`config.mk`:
```
export PLATFORM = sky130hd
export DESIGN_NAME = ula_16_bits_scheduler_flat
export DESIGN_NICKNAME = d
export VERILOG_FILES = /design/src/rtl/ula_16_bits_scheduler_pkg.sv /design/src/rtl/ula_16_bits_scheduler_if.sv /design/src/rtl/ula_8_bits_structure.sv /design/src/rtl/ula_rr_arbiter_2.sv /design/src/rtl/ula_16_bits_scheduler.sv /design/src/flat_wrapper.sv
export SDC_FILE = /design/constraint.sdc
export NUM_CORES = 1
export LEC_CHECK = 0
export CORE_UTILIZATION = 46
export DETAILED_ROUTE_END_ITERATION = 8
export PLACE_DENSITY = 0.78
export SLEW_MARGIN = 5
export SYNTH_ARGS = -nofsm -noshare
export SYNTH_HDL_FRONTEND = slang
export SYNTH_SLANG_ARGS = --single-unit
```
`constraint.sdc`:
```
create_clock -name clk_i -period 3.55 [get_ports clk_i]
set_input_delay 0.5325 -clock clk_i [delete_from_list [all_inputs] [get_ports clk_i]]
set_output_delay 0.5325 -clock clk_i [all_outputs]
set_load 0.02 [all_outputs]
```
`src/rtl/ula_16_bits_scheduler_pkg.sv`:
```
// rtl/ula_16_bits_scheduler_pkg.sv - shared opcodes, FSM states and datapath width
package ula_ctrl_pkg;

   localparam int DATA_W = 8;

   typedef enum logic [2:0] {
      OP_ADD = 3'b000,
      OP_SUB = 3'b001,
      OP_AND = 3'b010,
      OP_OR  = 3'b011,
      OP_NOT = 3'b100
   } op_e;

   typedef enum logic [1:0] {
      ST_IDLE,
      ST_LOW,
      ST_HIGH,
      ST_DONE
   } state_e;

   // Codes above NOT are illegal and short-circuit to an error response.
   function automatic logic op_is_legal(input logic [2:0] op);
      return op <= OP_NOT;
   endfunction

   // Only add and sub chain a carry/borrow between the two byte passes.
   function automatic logic op_uses_carry(input logic [2:0] op);
      return (op == OP_ADD) || (op == OP_SUB);
   endfunction

endpackage

```
`src/rtl/ula_16_bits_scheduler_if.sv`:
```
// rtl/ula_16_bits_scheduler_if.sv - two requester channels and one response channel
interface ula_16_bits_scheduler_if;

   logic        req0_valid;
   logic        req0_ready;
   logic [2:0]  req0_op;
   logic [15:0] req0_a;
   logic [15:0] req0_b;
   logic        req0_cin;

   logic        req1_valid;
   logic        req1_ready;
   logic [2:0]  req1_op;
   logic [15:0] req1_a;
   logic [15:0] req1_b;
   logic        req1_cin;

   logic        resp_valid;
   logic        resp_ready;
   logic        resp_id;
   logic [15:0] resp_s;
   logic        resp_cout;
   logic        resp_err;

   modport master (
      output req0_valid, req0_op, req0_a, req0_b, req0_cin,
      output req1_valid, req1_op, req1_a, req1_b, req1_cin,
      output resp_ready,
      input  req0_ready, req1_ready,
      input  resp_valid, resp_id, resp_s, resp_cout, resp_err
   );

   modport slave (
      input  req0_valid, req0_op, req0_a, req0_b, req0_cin,
      input  req1_valid, req1_op, req1_a, req1_b, req1_cin,
      input  resp_ready,
      output req0_ready, req1_ready,
      output resp_valid, resp_id, resp_s, resp_cout, resp_err
   );

endinterface

```
`src/rtl/ula_8_bits_structure.sv`:
```
// rtl/ula_8_bits_structure.sv - 8-bit ALU slice (add, sub, and, or, not)
module ula_8_bits_structure
   import ula_ctrl_pkg::*;
(
   input  logic [DATA_W-1:0] a_i,
   input  logic [DATA_W-1:0] b_i,
   input  logic [3:0]        x_i,
   input  logic              cin_i,
   output logic [DATA_W-1:0] s_o,
   output logic              cout_o
);

   logic [DATA_W:0] sum_w;
   logic [DATA_W:0] diff_w;

   // Byte result; the ninth bit of the wide sum/difference is the carry/borrow.
   always_comb begin
      sum_w  = {1'b0, a_i} + {1'b0, b_i} + {{DATA_W{1'b0}}, cin_i};
      diff_w = {1'b0, a_i} - {1'b0, b_i} - {{DATA_W{1'b0}}, cin_i};
      s_o    = '0;
      cout_o = 1'b0;
      if (!x_i[3]) begin
         case (x_i[2:0])
            OP_ADD: begin
               s_o    = sum_w[DATA_W-1:0];
               cout_o = sum_w[DATA_W];
            end
            OP_SUB: begin
               s_o    = diff_w[DATA_W-1:0];
               cout_o = diff_w[DATA_W];
            end
            OP_AND:  s_o = a_i & b_i;
            OP_OR:   s_o = a_i | b_i;
            OP_NOT:  s_o = ~a_i;
            default: s_o = '0;
         endcase
      end
   end

endmodule

```
`src/rtl/ula_rr_arbiter_2.sv`:
```
// rtl/ula_rr_arbiter_2.sv - two-way round-robin grant with a single priority bit
module ula_rr_arbiter_2 (
   input  logic       clk_i,
   input  logic       rst_i,
   input  logic [1:0] req_i,
   input  logic       accept_i,
   output logic [1:0] gnt_o
);

   // prio_q = 1 means requester 1 wins a tie.
   logic prio_q;
   logic prio_d;

   // Lone requester always wins; on a tie the one not served last wins.
   always_comb begin
      gnt_o = 2'b00;
      if (req_i[0] && (!req_i[1] || !prio_q)) begin
         gnt_o = 2'b01;
      end else if (req_i[1]) begin
         gnt_o = 2'b10;
      end
   end

   // Hand priority to the other requester after each accept.
   always_comb begin
      prio_d = prio_q;
      if (accept_i) begin
         prio_d = gnt_o[0];
      end
   end

   // Priority register, requester 0 favoured out of reset.
   always_ff @(posedge clk_i) begin
      if (rst_i) begin
         prio_q <= 1'b0;
      end else begin
         prio_q <= prio_d;
      end
   end

endmodule

```
`src/rtl/ula_16_bits_scheduler.sv`:
```
// rtl/ula_16_bits_scheduler.sv - two requesters sharing one 8-bit ALU for 16-bit ops
module ula_16_bits_scheduler
   import ula_ctrl_pkg::*;
(
   input  logic               clk_i,
   input  logic               rst_i,
   ula_16_bits_scheduler_if.slave bus
);

   state_e state_q;
   state_e state_d;

   logic [1:0]          gnt;
   logic                idle;
   logic                accept;
   logic                sel_id;
   logic [2:0]          sel_op;
   logic [15:0]         sel_a;
   logic [15:0]         sel_b;
   logic                sel_cin;

   logic [2:0]          op_q;
   logic [15:0]         a_q;
   logic [15:0]         b_q;
   logic                cin_q;
   logic [DATA_W-1:0]   lo_s_q;
   logic                lo_c_q;

   logic [15:0]         resp_s_q;
   logic                resp_cout_q;
   logic                resp_err_q;
   logic                resp_id_q;

   logic [DATA_W-1:0]   alu_a;
   logic [DATA_W-1:0]   alu_b;
   logic                alu_cin;
   logic [DATA_W-1:0]   alu_s;
   logic                alu_cout;

   ula_rr_arbiter_2 u_arb (
      .clk_i    (clk_i),
      .rst_i    (rst_i),
      .req_i    ({bus.req1_valid, bus.req0_valid}),
      .accept_i (accept),
      .gnt_o    (gnt)
   );

   // Route the granted requester's fields; READY is masked while reset is held.
   always_comb begin
      idle    = (state_q == ST_IDLE) && !rst_i;
      accept  = idle && (gnt != 2'b00);
      sel_id  = gnt[1];
      sel_op  = gnt[1] ? bus.req1_op  : bus.req0_op;
      sel_a   = gnt[1] ? bus.req1_a   : bus.req0_a;
      sel_b   = gnt[1] ? bus.req1_b   : bus.req0_b;
      sel_cin = gnt[1] ? bus.req1_cin : bus.req0_cin;
   end

   assign bus.req0_ready = idle && gnt[0];
   assign bus.req1_ready = idle && gnt[1];
   assign bus.resp_valid = (state_q == ST_DONE);
   assign bus.resp_s     = resp_s_q;
   assign bus.resp_cout  = resp_cout_q;
   assign bus.resp_err   = resp_err_q;
   assign bus.resp_id    = resp_id_q;

   // Next state: legal ops take two byte passes, illegal ops go straight to DONE.
   always_comb begin
      state_d = state_q;
      case (state_q)
         ST_IDLE: begin
            if (accept) begin
               state_d = op_is_legal(sel_op) ? ST_LOW : ST_DONE;
            end
         end
         ST_LOW:  state_d = ST_HIGH;
         ST_HIGH: state_d = ST_DONE;
         ST_DONE: begin
            if (bus.resp_ready) begin
               state_d = ST_IDLE;
            end
         end
         default: state_d = ST_IDLE;
      endcase
   end

   // State register; reset abandons any operation in flight.
   always_ff @(posedge clk_i) begin
      if (rst_i) begin
         state_q <= ST_IDLE;
      end else begin
         state_q <= state_d;
      end
   end

   // Snapshot the request so later input changes cannot disturb it.
   always_ff @(posedge clk_i) begin
      if (rst_i) begin
         op_q  <= '0;
         a_q   <= '0;
         b_q   <= '0;
         cin_q <= 1'b0;
      end else if (accept) begin
         op_q  <= sel_op;
         a_q   <= sel_a;
         b_q   <= sel_b;
         cin_q <= sel_cin;
      end
   end

   // Feed the low byte in LOW and the high byte plus chained carry in HIGH.
   always_comb begin
      alu_a   = a_q[DATA_W-1:0];
      alu_b   = b_q[DATA_W-1:0];
      alu_cin = cin_q;
      if (state_q == ST_HIGH) begin
         alu_a   = a_q[2*DATA_W-1:DATA_W];
         alu_b   = b_q[2*DATA_W-1:DATA_W];
         alu_cin = lo_c_q;
      end
      if (!op_uses_carry(op_q)) begin
         alu_cin = 1'b0;
      end
   end

   ula_8_bits_structure u_alu (
      .a_i    (alu_a),
      .b_i    (alu_b),
      .x_i    ({1'b0, op_q}),
      .cin_i  (alu_cin),
      .s_o    (alu_s),
      .cout_o (alu_cout)
   );

   // Hold the low-pass result until the high pass completes the word.
   always_ff @(posedge clk_i) begin
      if (rst_i) begin
         lo_s_q <= '0;
         lo_c_q <= 1'b0;
      end else if (state_q == ST_LOW) begin
         lo_s_q <= alu_s;
         lo_c_q <= alu_cout;
      end
   end

   // Response registers: ID/ERR set at accept, data/carry written by the high pass.
   always_ff @(posedge clk_i) begin
      if (rst_i) begin
         resp_s_q    <= '0;
         resp_cout_q <= 1'b0;
         resp_err_q  <= 1'b0;
         resp_id_q   <= 1'b0;
      end else if (accept) begin
         resp_id_q  <= sel_id;
         resp_err_q <= !op_is_legal(sel_op);
         if (!op_is_legal(sel_op)) begin
            resp_s_q    <= '0;
            resp_cout_q <= 1'b0;
         end
      end else if (state_q == ST_HIGH) begin
         resp_s_q    <= {alu_s, lo_s_q};
         resp_cout_q <= alu_cout;
      end
   end

endmodule
```
`src/flat_wrapper.sv`:
```
// flat-port wrapper written by rule: the top's interface ports become plain ports
module ula_16_bits_scheduler_flat import ula_ctrl_pkg::*;
  (clk_i, rst_i, bus_req0_valid, bus_req0_op, bus_req0_a, bus_req0_b, bus_req0_cin, bus_req1_valid, bus_req1_op, bus_req1_a, bus_req1_b, bus_req1_cin, bus_resp_ready, bus_req0_ready, bus_req1_ready, bus_resp_valid, bus_resp_id, bus_resp_s, bus_resp_cout, bus_resp_err);
  ula_16_bits_scheduler_if bus_i ();
  input  logic clk_i;
  input  logic rst_i;
  input wire logic [$bits(bus_i.req0_valid)-1:0] bus_req0_valid;
  input wire logic [$bits(bus_i.req0_op)-1:0] bus_req0_op;
  input wire logic [$bits(bus_i.req0_a)-1:0] bus_req0_a;
  input wire logic [$bits(bus_i.req0_b)-1:0] bus_req0_b;
  input wire logic [$bits(bus_i.req0_cin)-1:0] bus_req0_cin;
  input wire logic [$bits(bus_i.req1_valid)-1:0] bus_req1_valid;
  input wire logic [$bits(bus_i.req1_op)-1:0] bus_req1_op;
  input wire logic [$bits(bus_i.req1_a)-1:0] bus_req1_a;
  input wire logic [$bits(bus_i.req1_b)-1:0] bus_req1_b;
  input wire logic [$bits(bus_i.req1_cin)-1:0] bus_req1_cin;
  input wire logic [$bits(bus_i.resp_ready)-1:0] bus_resp_ready;
  output wire logic [$bits(bus_i.req0_ready)-1:0] bus_req0_ready;
  output wire logic [$bits(bus_i.req1_ready)-1:0] bus_req1_ready;
  output wire logic [$bits(bus_i.resp_valid)-1:0] bus_resp_valid;
  output wire logic [$bits(bus_i.resp_id)-1:0] bus_resp_id;
  output wire logic [$bits(bus_i.resp_s)-1:0] bus_resp_s;
  output wire logic [$bits(bus_i.resp_cout)-1:0] bus_resp_cout;
  output wire logic [$bits(bus_i.resp_err)-1:0] bus_resp_err;
  assign bus_i.req0_valid = bus_req0_valid;
  assign bus_i.req0_op = bus_req0_op;
  assign bus_i.req0_a = bus_req0_a;
  assign bus_i.req0_b = bus_req0_b;
  assign bus_i.req0_cin = bus_req0_cin;
  assign bus_i.req1_valid = bus_req1_valid;
  assign bus_i.req1_op = bus_req1_op;
  assign bus_i.req1_a = bus_req1_a;
  assign bus_i.req1_b = bus_req1_b;
  assign bus_i.req1_cin = bus_req1_cin;
  assign bus_i.resp_ready = bus_resp_ready;
  assign bus_req0_ready = bus_i.req0_ready;
  assign bus_req1_ready = bus_i.req1_ready;
  assign bus_resp_valid = bus_i.resp_valid;
  assign bus_resp_id = bus_i.resp_id;
  assign bus_resp_s = bus_i.resp_s;
  assign bus_resp_cout = bus_i.resp_cout;
  assign bus_resp_err = bus_i.resp_err;
  ula_16_bits_scheduler u_core (.clk_i(clk_i), .rst_i(rst_i), .bus(bus_i));
endmodule
```
==> results <==
worst paths after layout:
| check | from | to | slack (ns) | cells after the start |
|---|---|---|---|---|
| max | u_core.state_q[0] | u_core.bus.resp_cout | 0.29 | 12 |
| min | u_core.bus.resp_id | u_core.bus.resp_id | 0.46 | 1 |
| max reg2reg | u_core.state_q[0] | u_core.bus.resp_cout | 0.29 | 12 |
| min reg2reg | u_core.bus.resp_id | u_core.bus.resp_id | 0.46 | 1 |
registers in the layout (all words and copies together) (netlist names):
| register | cells |
|---|---|
| u_core.bus.resp_cout | 1 |
| u_core.bus.resp_id | 1 |
| u_core.cin_q | 1 |
| u_core.bus.resp_err | 1 |
| u_core.u_arb.prio_q | 1 |
| u_core.state_q | 2 |
| u_core.lo_s_q | 8 |
| u_core.bus.resp_s | 16 |
| u_core.op_q | 3 |
| u_core.lo_c_q | 1 |
| u_core.a_q | 16 |
| u_core.b_q | 16 |
worst max-delay path, delay by kind of cell (launching register included):
| kind | cells | cell delay [ns] |
|---|---|---|
| muxes | 1 | 0.40 |
| AOI/OAI and AO/OA | 4 | 0.81 |
| and+or+nand+nor | 2 | 0.49 |
| buffers and inverters | 3 | 0.43 |
| adders and majority gates | 2 | 0.66 |
| DFF | 1 | 0.33 |
Yosys cell counts, types with 2 or more instances:
library cell | n | area share [%]
a311oi_1 | 2 | 0.42
a211oi_2 | 3 | 0.89
dfxtp_1 | 67 | 32
xnor2_1 | 3 | 0.62
inv_1 | 31 | 2.8
o21ai_0 | 43 | 5.1
nand2b_1 | 7 | 1.0
a21o_1 | 5 | 0.89
a221oi_1 | 3 | 0.62
o21ai_1 | 7 | 0.83
o221ai_1 | 2 | 0.42
ha_1 | 33 | 9.8
buf_1 | 3 | 0.27
and2_1 | 2 | 0.30
xor2_1 | 2 | 0.42
o22ai_1 | 2 | 0.30
and4_1 | 2 | 0.42
clkbuf_1 | 14 | 1.2
nor3_1 | 8 | 0.95
buf_2 | 14 | 1.7
nor2b_1 | 5 | 0.74
or2_2 | 3 | 0.45
fa_1 | 4 | 1.9
a211oi_1 | 13 | 2.3
o31ai_1 | 4 | 0.71
o22a_1 | 4 | 0.83
a22oi_1 | 14 | 2.5
a21oi_1 | 14 | 1.7
mux2i_1 | 57 | 14
nor2_1 | 38 | 3.4
nand3_1 | 38 | 4.5
nand2_1 | 19 | 1.7
o211ai_1 | 4 | 0.71
metrics by stage:
step | cell area (sq um) | util (%)
floorplan | 4210 | -
global placement | 5350 | 60.7
detailed placement | 5350 | 60.7
CTS | 5530 | 62.8
global route | 5550 | 63.0
finish | 5550 | 63.0
area by class of cell:
type,count,share of cell area [%]
well taps,108,2.43
inverters,32,2.16
clock inverters,6,1.04
flip-flops and latches,67,24.2
multi-input cells,357,47.6
clock buffers,9,2.23
repair buffers,116,20.3
cell usage in the layout (no fill, tap or decap), types with 17 or more instances in the layout:
master / netlist / final
nand3_1: 38 / 38
inv_1: 31 / 31
o21ai_0: 43 / 43
buf_4: 0 / 17
dfxtp_1: 67 / 67
nand2_1: 19 / 18
nor2_1: 38 / 38
mux2i_1: 57 / 56
clkdlybuf4s50_1: 0 / 98
ha_1: 33 / 32
cell families after synthesis:
family / count (synthesis)
and+or+nand+nor: 128
AOI/OAI and AO/OA: 127
buffers and inverters: 63
xor gates and xnor gates: 5
adders and majority gates: 37
muxes: 60
DFF: 67
power breakdown:
| part | internal (mW) | switching, mW | total [mW] |
|---|---|---|---|
| combinational | 1.03 | 1.31 | 2.34 |
| clock | 0.315 | 0.280 | 0.595 |
| sequential | 0.945 | 0.117 | 1.06 |
| total | 2.29 | 1.71 | 4.00 |
layer usage:
| layer | global-route usage, % | wire, microns | vias up |
|---|---|---|---|
| li1 | - | - | 1936 |
| met1 | 28.3 | 4800 | 1744 |
| met2 | 38.8 | 5110 | 127 |
| met3 | 3.31 | 459 | 20 |
| met4 | 10.7 | 271 | 0 |
| met5 | 0 | 0 | - |
repair_timing:
item / in CTS / in global routing
resized for setup: 0 / 3
buffers inserted: 0 / 1
setup endpoints to repair: 0 / 12
==> summary.md <==
| Metric | Value |
|---|---|
| Max incr delay on CP | roughly 0.42 ns |
| Async S/R FF share, synth | 0% |
| Worst EP arrival | 3.47 ns |
| # port buffers | 98 |
| Sequential-to-total area share from yosys stat | 31.9% |
| Simple logic cell fraction of the synthesized area | 14.7% |
| # hold bufs at CTS | 0 |
| Fin crit share | between 90% and 100% |
| DRC viols | 10 |
| Pins Over Slew Limit | 0 |
| # nets final | approximately 700 |
| Failing checks | design-rule violations |
| H-tree levels | 3 |
| Root buffer cell | clkbuf_8 |
| Worst skew pair latency | ~0.34 ns |
| Clk slew on worst S/H paths | around 0.080 ns |
| Clock tree buffer depth | 2 |
| WHS | about 0.46 ns |
| EDFF count, synth | 0 |
| N_diodes | 0 |
| Row count | 34 |
| Layout cell share with drive strength beyond 1 | under 10% |
| CP max stage cell | ha_1 |
| Antenna violations before repair | 0 |
| Mean Syn Cell Area | between 8 and 9 sq um |
| Fin cells | around 700 |
| Clock Skew | roughly 0.011 ns |
| Overall Power | between 3 and 4 mW |
| Synth warn | 0 |
| Clock Sink Count | 67 |
| Layout area overhead | 31.9% |
| Full die area | ~9500 sq um |
| Via count | approximately 3800 |
| Synth Cell Area | around 4200 sq um |
| Max-cap violations | 0 |
| Total track usage | between 20% and 30% |
| Compound-Gate Fraction of Synth Area | approximately 20% |
| Vias in the first global route | around 3600 |
| Vias per cell | around 5.5 |
| Fillcell total | 767 |
| Inst Count DP | 679 |
| Final Critical Period | ~3.3 ns |
| Pre-CTS setup slack | roughly 0.12 ns |
| Net Count, Synth | around 600 |
| Number of synthesized register bits | 67 |
| Slew @ Worst Pin | between 1 and 1.5 ns |
| Fmax achieved | 307 MHz |
| Crit end category | register |
| Multiplexer share of the synthesized area | between 10% and 20% |
| Ys flop type | dfxtp_1 |
| Routed Antenna Nets | 0 |
| TritonCTS Buffers | 9 |
| CP cell instances | inv_1 -> ha_4 -> buf_4 -> buf_12 -> mux2i_1 -> ha_1 -> nand2b_1 -> a211oi_2 -> o21ai_1 -> and4_1 -> o31ai_1 -> a21oi_1 |
| Wire per inst | between 15 and 20 microns |
| FF+latch area | 1340 sq um |
| Largest family of logic cells by synthesized area | compound AO/OA/AOI/OAI gates |
| RD Place Congestion | about 1 |
| Initial core utilization | a little under half |
| Max FO, Critical Path | 11 |
| Core box area | 8810 sq um |
| CTS tree | yes |
| RSZ-0062 raised after global routing | false |
| HPWL Detailed | between 8 and 9 mm |
| Final hold vios | 0 |
| VDD IR max | between 0.2 and 0.3 mV |
| Final setup viols | 0 |
| GRT Residual Overflow | 0 |
| Hold Path Class | register to register |
| Status | finished, violations left |
| First DRT Iteration DRCs | approximately 200 |
| Chip height | between 90 and 100 microns |
| Footprint of the multi-input gates | between 2000 and 3000 sq um |
| Setup CP Type | register to register |
| Largest net degree at the start of global routing | 73 |
| Chip width | slightly below 100 microns |
| Yosys cell types | 50 |
| # IOs | 99 |
| Total routed wirelength | 10.6 mm |
| WP data required | 3.76 ns |
| Number of detailed-route iterations in the first pass | 9 |
| Rel. slew slack | 23.0% |
| Power Density | ~720 nW/um^2 |
| Setup crit start kind | register |
| Setup TNS Final | 0 ns |
| Syn Inst Count | roughly 500 |
| Post-synthesis xor/xnor area fraction | between 1 and 1.5% |
| First-pass GRT wire length | 17.3 mm |
| Min setup slack post-route | 0.289 ns |
| Leakage power | 2.37 nW |
| Post-Synth Adder-Cell Area | between 10% and 20% |
Note: power is estimated with default switching activity, not from simulation.
